## config.mk

```make
export PLATFORM = sky130hd
export DESIGN_NAME = seg7_scan_flat
export DESIGN_NICKNAME = d
export VERILOG_FILES = /design/src/rtl/seg7_pkg.sv /design/src/rtl/seg7_scan_if.sv /design/src/rtl/seg7_decode.sv /design/src/rtl/seg7_scan.sv /design/src/flat_wrapper.sv
export SDC_FILE = /design/constraint.sdc
export NUM_CORES = 1
export LEC_CHECK = 0
export ABC_CLOCK_PERIOD_IN_PS = 2100
export BUFFER_PORTS_ARGS = -buffer_cell sky130_fd_sc_hd__buf_2
export CAP_MARGIN = 20
export CORE_ASPECT_RATIO = 1.1
export CORE_MARGIN = 3
export CORE_UTILIZATION = 28
export DETAILED_ROUTE_END_ITERATION = 8
export PLACE_DENSITY = 0.51
export SLEW_MARGIN = 5
export SYNTH_ARGS = -nofsm -noshare
export SYNTH_HDL_FRONTEND = slang
export SYNTH_SLANG_ARGS = --single-unit
export TNS_END_PERCENT = 30
```

## constraint.sdc

```tcl
create_clock -name clk -period 2.1 [get_ports clk]
set_input_delay 0.42 -clock clk [delete_from_list [all_inputs] [get_ports clk]]
set_output_delay 0.42 -clock clk [all_outputs]
set_load 0.02 [all_outputs]
```

## src/rtl/seg7_pkg.sv

```systemverilog
// Shared types, constants and the hex-to-segment map for the 7-segment display blocks.
// Pure definitions: no latency, no flow control.
package seg7_pkg;

  typedef logic [1:0] digit_idx_t;

  localparam logic [6:0] SEG_OFF   = 7'h7F;
  localparam logic [3:0] ANODE_OFF = 4'hF;

  // Active-low segments, bit order gfedcba.
  function automatic logic [6:0] hex2seg(input logic [3:0] nib);
    logic [6:0] s;
    case (nib)
      4'h0:    s = 7'b1000000;
      4'h1:    s = 7'b1111001;
      4'h2:    s = 7'b0100100;
      4'h3:    s = 7'b0110000;
      4'h4:    s = 7'b0011001;
      4'h5:    s = 7'b0010010;
      4'h6:    s = 7'b0000010;
      4'h7:    s = 7'b1111000;
      4'h8:    s = 7'b0000000;
      4'h9:    s = 7'b0010000;
      4'hA:    s = 7'b0001000;
      4'hB:    s = 7'b0000011;
      4'hC:    s = 7'b1000110;
      4'hD:    s = 7'b0100001;
      4'hE:    s = 7'b0000110;
      default: s = 7'b0001110;
    endcase
    return s;
  endfunction

endpackage

```

## src/rtl/seg7_scan_if.sv

```systemverilog
// Core-to-display bundle: display word and page select in, digit/segment drive and frame pulse out.
// No handshake; the display side samples data_seg/page once per frame.
interface seg7_scan_if;
  logic [31:0] data_seg;
  logic        page;
  logic [3:0]  anode;
  logic [6:0]  seg;
  logic        frame_tick;

  modport master (output data_seg, output page, input anode, input seg, input frame_tick);
  modport slave  (input data_seg, input page, output anode, output seg, output frame_tick);
endinterface

```

## src/rtl/seg7_decode.sv

```systemverilog
// Combinational nibble to active-low segment decoder (gfedcba); zero latency, no backpressure.
module seg7_decode
  import seg7_pkg::*;
(
  input  logic [3:0] nib,
  output logic [6:0] seg
);

  assign seg = hex2seg(nib);

endmodule

```

## src/rtl/seg7_scan.sv

```systemverilog
// 4-digit multiplexed 7-seg driver; anode/seg registered 1 cycle after (div_cnt, dig, snap), no backpressure.
// Optional leading-zero suppression under `define SEG7_LZ_BLANK_EN.
module seg7_scan
  import seg7_pkg::*;
#(
  parameter int SCAN_DIV  = 100000,
  parameter int BLANK_CYC = 16
)(
  input  logic        clk,
  input  logic        rst,
  seg7_scan_if.slave  bus
);

  localparam int             CNT_W   = $clog2(SCAN_DIV);
  localparam logic [CNT_W-1:0] CNT_MAX = CNT_W'(SCAN_DIV - 1);

  logic [CNT_W-1:0] div_cnt;
  digit_idx_t       dig;
  logic [15:0]      snap;
  logic [3:0]       anode_q;
  logic [6:0]       seg_q;

  logic             slot_end;
  logic             capture;
  logic             in_blank;
  logic             digit_on;
  logic [3:0]       cur_nib;
  logic [6:0]       cur_seg;

  assign slot_end = (div_cnt == CNT_MAX);
  assign capture  = slot_end && (dig == 2'd3);
  assign in_blank = (BLANK_CYC > 0) && (int'(div_cnt) < BLANK_CYC);
  assign cur_nib  = snap[{dig, 2'b00} +: 4];

`ifdef SEG7_LZ_BLANK_EN
  // Highest non-zero nibble; digit 0 stays lit so an all-zero word shows a single 0.
  digit_idx_t msd;
  always_comb begin
    msd = 2'd0;
    for (int i = 1; i < 4; i++) begin
      if (snap[4*i +: 4] != 4'h0) msd = digit_idx_t'(i);
    end
  end
  assign digit_on = (dig <= msd);
`else
  assign digit_on = 1'b1;
`endif

  seg7_decode u_decode (
    .nib (cur_nib),
    .seg (cur_seg)
  );

  always_ff @(posedge clk) begin
    if (rst) begin
      div_cnt <= '0;
      dig     <= '0;
      snap    <= '0;
      anode_q <= ANODE_OFF;
      seg_q   <= SEG_OFF;
    end else begin
      div_cnt <= slot_end ? '0 : div_cnt + 1'b1;
      if (slot_end) dig <= dig + 2'd1;
      // Snapshot only at frame end so a changing word never tears across digits.
      if (capture) snap <= bus.page ? bus.data_seg[31:16] : bus.data_seg[15:0];
      if (in_blank) begin
        anode_q <= ANODE_OFF;
        seg_q   <= SEG_OFF;
      end else begin
        anode_q <= digit_on ? ~(4'b0001 << dig) : ANODE_OFF;
        seg_q   <= cur_seg;
      end
    end
  end

  assign bus.anode      = anode_q;
  assign bus.seg        = seg_q;
  assign bus.frame_tick = capture && !rst;

endmodule

```

## src/flat_wrapper.sv

```systemverilog
// flat-port wrapper written by rule: the top's interface ports become plain ports
module seg7_scan_flat import seg7_pkg::*;
#(
  parameter int SCAN_DIV  = 100000,
  parameter int BLANK_CYC = 16
)
  (clk, rst, bus_data_seg, bus_page, bus_anode, bus_seg, bus_frame_tick);
  seg7_scan_if bus_i ();
  input  logic clk;
  input  logic rst;
  input wire logic [$bits(bus_i.data_seg)-1:0] bus_data_seg;
  input wire logic [$bits(bus_i.page)-1:0] bus_page;
  output wire logic [$bits(bus_i.anode)-1:0] bus_anode;
  output wire logic [$bits(bus_i.seg)-1:0] bus_seg;
  output wire logic [$bits(bus_i.frame_tick)-1:0] bus_frame_tick;
  assign bus_i.data_seg = bus_data_seg;
  assign bus_i.page = bus_page;
  assign bus_anode = bus_i.anode;
  assign bus_seg = bus_i.seg;
  assign bus_frame_tick = bus_i.frame_tick;
  seg7_scan #(.SCAN_DIV(SCAN_DIV), .BLANK_CYC(BLANK_CYC)) u_core (.clk(clk), .rst(rst), .bus(bus_i));
endmodule
```

# --- Word-level counts from Yosys, hierarchy flattened ---
# Memory sizes are Yosys's and may differ from the RTL's. A register that Yosys moved wholly into a read port is not among the register bits.
# Index checks and enable logic that the tools add are counted.
totals:
  memories: 1
  out_inout_bits: 12
  inputBits: 35
  rom_bits: 112
  ff_bits: 39
  wordCells: 19
op_classes:
  muxes: 1
  shift: 2
  n_eq_ne: 2
  magnitude_cmp: 1
  reduce_logical: 5
  bitwise_logic: 1
  n_addsub: 2
memory_table:
  columns: ["memory", "words", "word_bits", "rd", "rd_ports_with_merged_regs", "wr", "line_no", "text"]
  rows:
  - ["(no name shown)", 16, 7, 1, 1, 0, "seg7_pkg.sv:13", "case (nib)"]
ops:
  columns: ["cell", "n"]
  rows:
  - ["adder 17 x 1 -> 17 bit, second input constant", 1]
  - ["== test 17 bit, second input constant", 1]
  - ["less-than comparator 17 x 5 -> 1 bit, second input constant", 1]
  - ["two-way mux 16 bit", 1]
  - ["indexed part select 16 x 5 -> 4 bit", 1]
  - ["NOT 4 bit", 1]
  - ["OR reduction 2 bit", 2]
  - ["<< shifter 1 x 2 -> 4 bit, first input constant", 1]
  - ["adder 2 x 1 -> 2 bit, second input constant", 1]
  - ["== test 2 bit, second input constant", 1]
  - ["logical AND 1 bit", 2]
  - ["logical NOT 1 bit", 1]

# --- Longest topological paths before layout ---
# Gate-level depths: netlist (run 1).
depth:
  ltp_word: 3
  depth_mapped: 9
  mapped_depth_nobuf: 7

# --- Hierarchy ---
# From an unflattened synthesis (run 1), not the netlist that was laid out.
unflattened:
  hier_cells: 241
  hier_area_um2: 2414.8
modules_own_cells:
  columns: ["mod", "area_each_um2", "cells_per_inst", "n_inst", "seq_area_each_um2"]
  rows:
  - ["seg7_scan", 2139.6, 209, 1, 920.9]
  - ["seg7_decode", 275.3, 32, 1, 0.0]

# --- Least setup slack after synthesis (run 1) ---
# No wires, ideal clock.
synth_path:
  path_type: "reg-to-reg"
  start: "reg u_core.dig[0]"
  end: "reg u_core.seg_q[0], in the netlist u_core.bus.seg[0]"
  setup_time_ns: 0.129
  period_less_slack_ns: 2.061
  stages_incl_launch_ff: 9
  setup_slack_ns: 0.039
  required_ns: 1.971
  t_arrival_ns: 1.932
  n_path_buf: 2
  cell_sequence: "dfxtp_1 > buf_2 > mux4_2 > ha_1 > clkbuf_1 > o31ai_1 > a21oi_1 > o21ai_0 > nand2_1"
synth_via:
  elab_chain_len: 1
synth_lines:
  columns: ["element", "line_no", "text"]
  rows:
  - ["start: declaration", "seg7_scan.sv:18", "digit_idx_t dig;"]
  - ["start signal: assignment", "seg7_scan.sv:63", "if (slot_end) dig <= dig + 2'd1;"]
  - ["indexed part select 16 x 5 -> 4 bit", "seg7_scan.sv:33", "assign cur_nib = snap[{dig, 2'b00} +: 4];"]
  - ["end: declaration", "seg7_scan.sv:21", "logic [6:0] seg_q;"]
# No other way between the ends.
# A chain may end at the register's enable or synchronous reset.

# --- Final worst setup path (run 1) ---
layout_path:
  start: "reg u_core.div_cnt[11]"
  end: "out bus_frame_tick"
layout_via:
  elab_chain_len: 3
layout_lines:
  columns: ["element", "line_no", "text"]
  rows:
  - ["start: declaration", "seg7_scan.sv:17", "logic [CNT_W-1:0] div_cnt;"]
  - ["start signal: assignment", "seg7_scan.sv:62", "div_cnt <= slot_end ? '0 : div_cnt + 1'b1;"]
  - ["== test 17 bit", "seg7_scan.sv:30", "assign slot_end = (div_cnt == CNT_MAX);"]
  - ["logical AND 1 bit", "seg7_scan.sv:31", "assign capture = slot_end && (dig == 2'd3);"]
  - ["logical AND 1 bit", "seg7_scan.sv:78", "assign bus.frame_tick = capture && !rst;"]
  - ["end: declaration", "flat_wrapper.sv:15", "output wire logic [$bits(bus_i.frame_tick)-1:0] bus_frame_tick;"]
# No other way between the ends.

==> flow_metrics.py, run 1 <==
metrics = {
    "outcome": {
        "status": "finished with violations",
        "violations": "negative setup slack",
    },
    "timing": {
        "rsz0062_at_grt": "true",
        "worst_slew_pin_slew_ns": 0.6855,
        "finalCritPeriodShare": 1.026,
        "finalHoldViolations": 0,
        "setup_viol": 1,
        "max_freq_mhz": 464.2,
        "slew_headroom": 0.5413,
        "fin_crit_ns": 2.154,
        "setup_ws_ns": -0.05436,
        "drv_slew": 0,
        "finalSetupTns_ns": -0.05436,
        "skew_ns": 0.007666,
    },
    "synthesis": {
        "synth_warnings": 0,
        "ys_top_cells_by_area": "dfxtp_1 40%, mux2_2 11%, mux2i_1 9.1%",
        "ys_ff_latch": 46,
        "seq_area_frac_synth": 0.4004,
        "synth_edf_count": 0,
        "synth_largest_area_cell": "dfxtp_1",
        "synth_top_area_frac": 0.4004,
        "synth_nets": 284,
        "async_flop_share": 0,
        "synth_area_sq_um": 2300,
        "syn_inst": 238,
        "synth_area_per_cell_sq_um": 9.663,
        "synth_cell_type_count": 34,
        "synthFlopType": "dfxtp_1",
    },
    "routing": {
        "vias": 1812,
        "drt_iter0_drc": 29,
        "firstDrtPassIters": 4,
        "routed_wl_um": 4973,
        "drc": 0,
        "postRouteAntennaNets": 0,
        "viasPerCell": 4.496,
        "wl_per_cell_um": 12.34,
    },
    "placed_design": {
        "dp_hpwl_um": 3667,
        "gp_congestion": 0.7637,
        "portBuffers": 46,
    },
    "global_routing": {
        "grt_max_degree": 21,
        "grt_remaining_overflow": 0,
        "grt_pass1_vias": 1834,
        "antenna_found_initial": 0,
        "grt_pass1_wl_um": 8286,
        "grt_usage": 0.1102,
    },
    "power": {
        "total_power_mw": 1.496,
        "p_per_area_nw_per_um2": 526.3,
        "leakagePower_nw": 1.241,
        "ir_drop_mv": 0.2146,
    },
    "clock_tree": {
        "ctsLongestPathBuffers": 2,
        "cts-root-buf": "clkbuf_8",
        "h-tree-depth": 2,
        "clkSlewWorstSetupHoldPaths_ns": 0.08,
        "cts_made_buffers": 5,
        "clk_latency_ns": 0.30,
        "clock_sinks": 46,
        "cts_tree": "built",
    },
    "critical_path": {
        "cp.arrival_ns": 1.73,
        "worstReg2RegStart": "u_core.div_cnt[11]",
        "start_kind": "register",
        "crit_path_end": "bus_frame_tick",
        "reg2reg_to": "u_core.snap[3]",
        "reg2reg_slack_ns": 0.06,
        "crit_path_end_kind": "primary output",
        "ff2ff_path_depth": 8,
        "critPathRequiredTime_ns": 1.68,
        "path_class": "reg2out",
        "startpoint": "u_core.div_cnt[11]",
        "path_max_fanout": 2,
    },
    "floorplan": {
        "core_area_sq_um": 7955,
        "die_y_um": 101.1,
        "initial_utilization": 0.2891,
        "pin_count": 47,
        "dieArea_sq_um": 9338,
        "fp.dieW_um": 92.41,
        "rows": 34,
    },
    "min_path": {
        "hold_path.class": "in2reg",
    },
    "finish": {
        "seq_area_sq_um": 935.9,
        "multiInputGateArea_sq_um": 1301,
        "area_delta_synth_final_pct": 23.61,
        "fillerInstances": 860,
        "nets": 341,
        "diodes": 0,
        "final_layout_size_suffix_gt1_frac": 0.3593,
    },
    "run": {
        "cap_violations": 0,
    },
}
==> cell usage in the layout, fill, tap and decap left out, drive strengths merged, types with 3 or more instances in the layout <==
master / netlist / routed
ha: 11 / 11
clkbuf: 6 / 6
inv: 7 / 7
a21oi: 4 / 4
mux2i: 21 / 21
nor2: 44 / 44
xor2: 8 / 8
and3: 3 / 3
mux2: 22 / 22
or4: 4 / 4
nand2: 13 / 13
nand3: 7 / 7
o221ai: 3 / 3
o21ai: 3 / 3
xnor2: 8 / 8
nand4: 4 / 4
buf: 6 / 62
dfxtp: 46 / 46
==> synthesized netlist by cell type (6+ instances only) <==
library cell / instances
clkbuf_1: 6
dfxtp_1: 46
ha_1: 11
inv_1: 7
mux2_2: 22
mux2i_1: 21
nand2_1: 13
nand3_1: 7
nor2_1: 44
xnor2_1: 8
xor2_1: 8
==> worst min-delay path by stage <==
stage | cells past startpoint | slack (ns) | end | startpoint
finish | 4 | 0.49 | u_core.snap[11] | bus_data_seg[27]
floorplan | 1 | 0.43 | u_core.div_cnt[0] | u_core.div_cnt[0]
global route | 4 | 0.49 | u_core.snap[3] | bus_data_seg[19]
global placement | 1 | 0.44 | u_core.div_cnt[0] | u_core.div_cnt[0]
CTS | 4 | 0.48 | u_core.snap[6] | bus_data_seg[6]
detailed placement | 1 | 0.47 | u_core.div_cnt[0] | u_core.div_cnt[0]
==> power by group <==
group	total, mW	switching, mW	internal, mW
clock	0.525	0.296	0.229
sequential	0.880	0.00563	0.874
combinational	0.0912	0.0372	0.0540
total	1.50	0.339	1.16
==> layout make-up <==
class,instances,area share
Tap cell,108,0.04754
Sequential cell,46,0.3292
Timing Repair Buffer,62,0.1268
Multi-Input combinational cell,172,0.4577
Clock buffer,6,0.02553
Clock inverter,1,0.002641
Inverter,8,0.01056
==> critical path, stage by stage (launching register included) <==
cell and delay [ns]:
dfxtp_4 0.35, nor4_2 0.22, nand2_1 0.09, or4_1 0.51, nor2_1 0.11, buf_4 0.15
==> sequential cells by signal (all words and copies together), names as in the netlist <==
register,flops
u_core.bus.anode,4
u_core.bus.seg,7
u_core.snap,16
u_core.div_cnt,17
u_core.dig,2
==> per-stage QoR <==
stage          instance area (sq um)  cells  setup WS (ns)  hold WS (ns)    util
6_report                        2843    403       -0.05436        0.4853  0.3573
3_3_place_gp                    2673    390         0.1222        0.4439  0.3360
3_5_place_dp                    2673    390        0.08135        0.4676  0.3360
4_1_cts                         2816    403       -0.07943        0.4796  0.3540
2_1_floorplan                   2300    238        0.03919        0.4261       -
5_1_grt                         2843    403        -0.1527        0.4891  0.3573
==> cells by family (layout without fill, tap and decap cells) <==
logic type | count (synthesis) | in the layout | share of synthesized area
xor+xnor | 16 | 16 | 0.06094
mux | 45 | 45 | 0.2187
flops | 46 | 46 | 0.4004
simple gates | 84 | 84 | 0.1703
compound gates | 16 | 16 | 0.04733
buf+inv | 20 | 77 | 0.04243
fa+ha+maj | 11 | 11 | 0.05985
==> timing repair <==
action / CTS / global route
setup buffers: 6 / 0
hold buffers: 0 / 0
cloned: 0 / 0
pin swaps: 3 / 1
resized for setup: 9 / 8
endpoints found under the setup margin: 1 / 18
==> routing by layer <==
metal  vias up  GRT usage  part of all wire
met1       832     0.1245              0.44
met4         0    0.03200             0.011
met3         6    0.02838             0.051
met2        43     0.2031              0.50
met5         -          0                 0
li1        931          -                 -
(Power assumes the default switching activity.)
==> inputs of run 2 (changes only) <==
--- a/config.mk
+++ b/config.mk
@@ -5,14 +5,15 @@
 export SDC_FILE = /design/constraint.sdc
 export NUM_CORES = 1
 export LEC_CHECK = 0
-export ABC_CLOCK_PERIOD_IN_PS = 2100
+export ABC_CLOCK_PERIOD_IN_PS = 2700
 export BUFFER_PORTS_ARGS = -buffer_cell sky130_fd_sc_hd__buf_2
 export CAP_MARGIN = 20
 export CORE_ASPECT_RATIO = 1.1
 export CORE_MARGIN = 3
 export CORE_UTILIZATION = 28
 export DETAILED_ROUTE_END_ITERATION = 8
-export PLACE_DENSITY = 0.51
+export PLACE_DENSITY = 0.49
+export RECOVER_POWER = 100
 export SLEW_MARGIN = 5
 export SYNTH_ARGS = -nofsm -noshare
 export SYNTH_HDL_FRONTEND = slang
==> constraint.sdc (replaced) <==
create_clock -name clk -period 2.7 [get_ports clk]
set_input_delay 0.54 -clock clk [delete_from_list [all_inputs] [get_ports clk]]
set_output_delay 0.54 -clock clk [all_outputs]
set_load 0.02 [all_outputs]
==> flow_metrics.py, run 2 (same netlist as run 1, synthesis figures left out) <==
metrics = {
    "critical_path": {
        "start_kind": "register",
        "crit_path_end_kind": "primary output",
        "path_class": "reg2out",
        "reg2reg_to": "u_core.snap[15]",
        "critical_path_buf_inv_count": 2,
        "cp_top_family": "simple AND/OR/NAND/NOR gates",
        "path_max_fanout": 8,
        "crit_path_max_incr_delay_ns": 0.55,
        "reg2reg_slack_ns": 0.45,
        "ff2ff_path_depth": 5,
        "path_cells": "ha_1, inv_1, or4_1, nor2_1, clkbuf_2",
        "critPathRequiredTime_ns": 2.16,
        "cp.depth": 5,
        "cp.arrival_ns": 1.95,
        "worstReg2RegStart": "u_core.dig[0]",
        "crit_slowest_cell": "or4_1",
    },
    "floorplan": {
        "initial_utilization": 0.2891,
        "core_area_sq_um": 7955,
        "die_y_um": 101.1,
        "fp.dieW_um": 92.41,
        "rows": 34,
        "dieArea_sq_um": 9338,
        "pin_count": 47,
    },
    "global_routing": {
        "grt_pass1_vias": 1683,
        "grt_pass1_wl_um": 7783,
        "antenna_found_initial": 0,
        "grt_usage": 0.1036,
        "grt_remaining_overflow": 0,
        "grt_max_degree": 22,
    },
    "timing": {
        "rsz0062_at_grt": "false",
        "worst_slew_pin_slew_ns": 0.9117,
        "drv_slew": 0,
        "holdWs_ns": 0.4676,
        "setup_ws_ns": 0.2118,
        "max_freq_mhz": 401.9,
        "setup_viol": 0,
        "slew_headroom": 0.3922,
        "finalHoldViolations": 0,
        "skew_ns": 0.009803,
        "fin_crit_ns": 2.488,
        "finalSetupTns_ns": 0,
        "finalCritPeriodShare": 0.9215,
    },
    "placed_design": {
        "place_area_sq_um": 2613,
        "portBuffers": 46,
        "dp_hpwl_um": 3418,
        "gp_congestion": 0.7669,
        "pre_cts_slack_ns": 0.5421,
    },
    "clock_tree": {
        "cts_hold_buffers": 0,
        "post_cts_buffers": 0,
        "cts_tree": "built",
        "clkSlewWorstSetupHoldPaths_ns": 0.08,
        "cts-root-buf": "clkbuf_8",
        "cts_resized": 0,
        "clock_sinks": 46,
        "cts_made_buffers": 5,
        "ctsLongestPathBuffers": 2,
        "clk_latency_ns": 0.30,
        "h-tree-depth": 2,
    },
    "run": {
        "cap_violations": 0,
    },
    "finish": {
        "regMostFlops": "u_core.div_cnt",
        "final_common_cell": "dfxtp_1",
        "area_delta_synth_final_pct": 16.76,
        "nets": 327,
        "final_layout_size_suffix_gt1_frac": 0.2447,
        "design_area_sq_um": 2685,
        "largest_reg_flops": 17,
        "layout_common_cells": "46 x dfxtp_1, 44 x nor2_1, 34 x buf_2, 21 x mux2_2, 21 x mux2i_1",
        "diodes": 0,
    },
    "routing": {
        "drt_iter0_drc": 53,
        "wl_per_cell_um": 11.75,
        "firstDrtPassIters": 4,
        "postRouteAntennaNets": 0,
        "routed_wl_um": 4581,
        "viasPerCell": 4.374,
        "drc": 0,
        "vias": 1706,
    },
    "power": {
        "total_power_mw": 1.169,
        "leakagePower_nw": 1.158,
        "p_per_area_nw_per_um2": 435.4,
        "ir_drop_mv": 0.2795,
    },
    "min_path": {
        "hold_path.startpoint": "u_core.div_cnt[0]",
        "hold_path_end": "u_core.div_cnt[0]",
        "min_delay_path_depth": 1,
        "hold_path.class": "reg2reg",
    },
    "outcome": {
        "status": "finished clean",
    },
}
## run 2: layout make-up
type                       instances  area (sq um)
clock buffer                       5         68.82
fill                             841          5270
multi-input combinational        172          1277
sequential                        46         920.9
tap                              108         135.1
timing repair buffer              48         231.5
inverter                           8         30.03
clock inverter                     3         21.27
## run 2: how the worst max path moves through the flow
stage / start / to / slack (ns)
final: u_core.dig[0] / bus_frame_tick / 0.21
after global routing: u_core.div_cnt[0] / bus_frame_tick / 0.06
after CTS: u_core.dig[0] / bus_frame_tick / 0.20
after detailed placement: u_core.dig[0] / bus_frame_tick / 0.54
after global placement: u_core.dig[0] / bus_frame_tick / 0.56
after floorplan: u_core.dig[0] / u_core.bus.seg[0] / 0.64
## run 2: worst register-to-register path, delay by kind of cell, from the launching register on
kind                     cells  cell delay [ns]
multiplexers                 1             0.32
AND/OR/NAND/NOR              2             1.00
adder cells (fa/ha/maj)      1             0.24
flip-flops                   1             0.54
buffers and inverters        1             0.06
## run 2: power by group
part / total (mW) / switching [mW] / internal (mW)
clock network: 0.418 / 0.236 / 0.182
registers: 0.685 / 0.00343 / 0.682
logic: 0.0662 / 0.0275 / 0.0387
## run 2: metal layers
| metal | track usage | vias up | routed length [um] |
|---|---|---|---|
| li1 | - | 910 | - |
| met1 | 0.1286 | 747 | 2174 |
| met2 | 0.1752 | 44 | 2101 |
| met3 | 0.02838 | 5 | 259 |
| met4 | 0.03086 | 0 | 45 |
| met5 | 0 | - | 0 |
## run 2: per-stage QoR
step | util | instances
2_1_floorplan | - | 238
3_3_place_gp | 0.3284 | 382
3_5_place_dp | 0.3284 | 382
4_1_cts | 0.3397 | 390
5_1_grt | 0.3375 | 390
6_report | 0.3375 | 390
==> inputs of run 3 (changes only) <==
--- a/config.mk
+++ b/config.mk
@@ -12,8 +12,9 @@
 export CORE_MARGIN = 3
 export CORE_UTILIZATION = 28
 export DETAILED_ROUTE_END_ITERATION = 8
-export PLACE_DENSITY = 0.49
+export PLACE_DENSITY = 0.45
 export RECOVER_POWER = 100
+export SETUP_SLACK_MARGIN = 0.4
 export SLEW_MARGIN = 5
 export SYNTH_ARGS = -nofsm -noshare
 export SYNTH_HDL_FRONTEND = slang
==> flow_metrics.py, run 3 (same netlist as run 1, synthesis figures left out) <==
metrics = {
    "timing": {
        "setup_viol": 0,
        "fin_crit_ns": 2.318,
        "max_freq_mhz": 431.4,
        "finalSetupTns_ns": 0,
        "drv_slew": 0,
        "finalHoldViolations": 0,
        "finalCritPeriodShare": 0.8585,
        "rsz0062_at_grt": "true",
        "skew_ns": 0.003918,
        "worst_slew_pin_slew_ns": 0.9134,
        "setup_ws_ns": 0.3822,
        "holdWs_ns": 0.4976,
        "slew_headroom": 0.3911,
    },
    "power": {
        "leakagePower_nw": 1.213,
        "swShare": 0.1888,
        "seq_power_share": 0.497,
        "total_power_mw": 1.373,
        "pwr-share-comb": 0.050,
        "ir_drop_mv": 0.2920,
        "clkPwrFrac": 0.454,
        "p_per_area_nw_per_um2": 489.3,
        "power.switching_uw": 259.2,
        "p_int_mw": 1.113,
    },
    "critical_path": {
        "critPathRequiredTime_ns": 2.16,
        "path_max_fanout": 3,
        "reg2reg_slack_ns": 0.44,
        "crit_path_end_kind": "primary output",
        "cp.arrival_ns": 1.78,
        "start_kind": "register",
        "ff2ff_path_depth": 6,
        "path_class": "reg2out",
    },
    "finish": {
        "area_delta_synth_final_pct": 21.98,
        "layout.cells.non_filler": 396,
        "regMostFlops": "u_core.div_cnt",
        "diodes": 0,
        "design_area_sq_um": 2805,
        "fin_util": 0.3526,
        "largest_reg_flops": 17,
        "final_common_cell": "nor2_1",
        "nets": 333,
        "final_layout_size_suffix_gt1_frac": 0.2847,
        "layout_common_cells": "43 x nor2_1, 39 x dfxtp_1, 34 x buf_2, 22 x mux2_2, 21 x mux2i_1",
    },
    "placed_design": {
        "dp.cells": 381,
        "pre_cts_slack_ns": 0.4400,
        "gp_congestion": 0.7694,
        "portBuffers": 46,
        "dp_hpwl_um": 3528,
        "place_area_sq_um": 2605,
    },
    "routing": {
        "routed_wl_um": 4772,
        "postRouteAntennaNets": 0,
        "wl_per_cell_um": 12.05,
        "drc": 0,
        "drt_iter0_drc": 41,
        "viasPerCell": 4.492,
        "firstDrtPassIters": 4,
        "vias": 1779,
    },
    "min_path": {
        "min_delay_path_depth": 2,
        "hold_path.class": "reg2reg",
    },
    "clock_tree": {
        "cts_tree": "built",
        "cts-root-buf": "clkbuf_8",
        "cts_hold_buffers": 0,
        "ctsLongestPathBuffers": 2,
        "clkSlewWorstSetupHoldPaths_ns": 0.08,
        "h-tree-depth": 2,
        "clk_latency_ns": 0.29,
        "clock_sinks": 46,
        "cts_made_buffers": 5,
    },
    "floorplan": {
        "die_y_um": 101.1,
        "rows": 34,
        "initial_utilization": 0.2891,
        "pin_count": 47,
        "core_area_sq_um": 7955,
        "dieArea_sq_um": 9338,
        "fp.dieW_um": 92.41,
    },
    "global_routing": {
        "grt_pass1_wl_um": 7997,
        "grt_max_degree": 22,
        "grt_remaining_overflow": 0,
        "grt_pass1_vias": 1722,
        "antenna_found_initial": 0,
        "grt_usage": 0.1083,
    },
    "run": {
        "cap_violations": 0,
    },
    "outcome": {
        "status": "finished clean",
    },
}
==> run 3: changes by cell type in the layout (fill, tap and decap cells not counted), sizes merged <==
cell	before	now
clkbuf	17	19
bufinv	0	2
clkinv	3	1
buf	36	41
clkinvlp	1	0
==> run 3: cell type report <==
class / instances / area, sq um
fill: 859 / 5150
tap: 108 / 135.1
timing repair buffer: 54 / 275.3
clock buffer: 6 / 82.58
sequential: 46 / 937.1
clock inverter: 2 / 60.06
inverter: 8 / 30.03
multi-input combinational: 172 / 1285
==> run 3: final timing paths <==
check / startpoint / endpoint
setup / recovery: u_core.div_cnt[0] / bus_frame_tick
hold reg to reg: u_core.snap[9] / u_core.snap[9]
setup reg to reg: u_core.div_cnt[0] / u_core.snap[11]
hold / removal: u_core.snap[9] / u_core.snap[9]
==> run 3: timing repair <==
action	CTS	global route
pin swaps	2	1
gates resized for setup	12	8
endpoints found under the setup margin	1	2
setup buffers	5	2
==> run 3: power by group through the flow <==
| stage | clock [mW] | combinational, mW | sequential, mW |
|---|---|---|---|
| CTS | 0.646 | 0.0682 | 0.683 |
| global route | 0.678 | 0.0774 | 0.683 |
| global placement | 0 | 0.0666 | 0.701 |
| floorplan | 0 | 0.0386 | 0.700 |
| finish | 0.623 | 0.0680 | 0.682 |
| detailed placement | 0 | 0.0674 | 0.701 |
==> run 3: worst max-delay path, stage by stage (launching register included) <==
cell	delay, ns
dfxtp_1	0.36
ha_1	0.21
nand4_1	0.13
or4_1	0.56
nor2_4	0.11
buf_6	0.12
==> run 3: layer usage <==
metal | global-route usage | up-vias | wire, um
met5 | 0 | - | 0
met4 | 0.03771 | 0 | 29
met3 | 0.02913 | 2 | 216
met2 | 0.1925 | 36 | 2427
met1 | 0.1249 | 820 | 2098
li1 | - | 921 | -
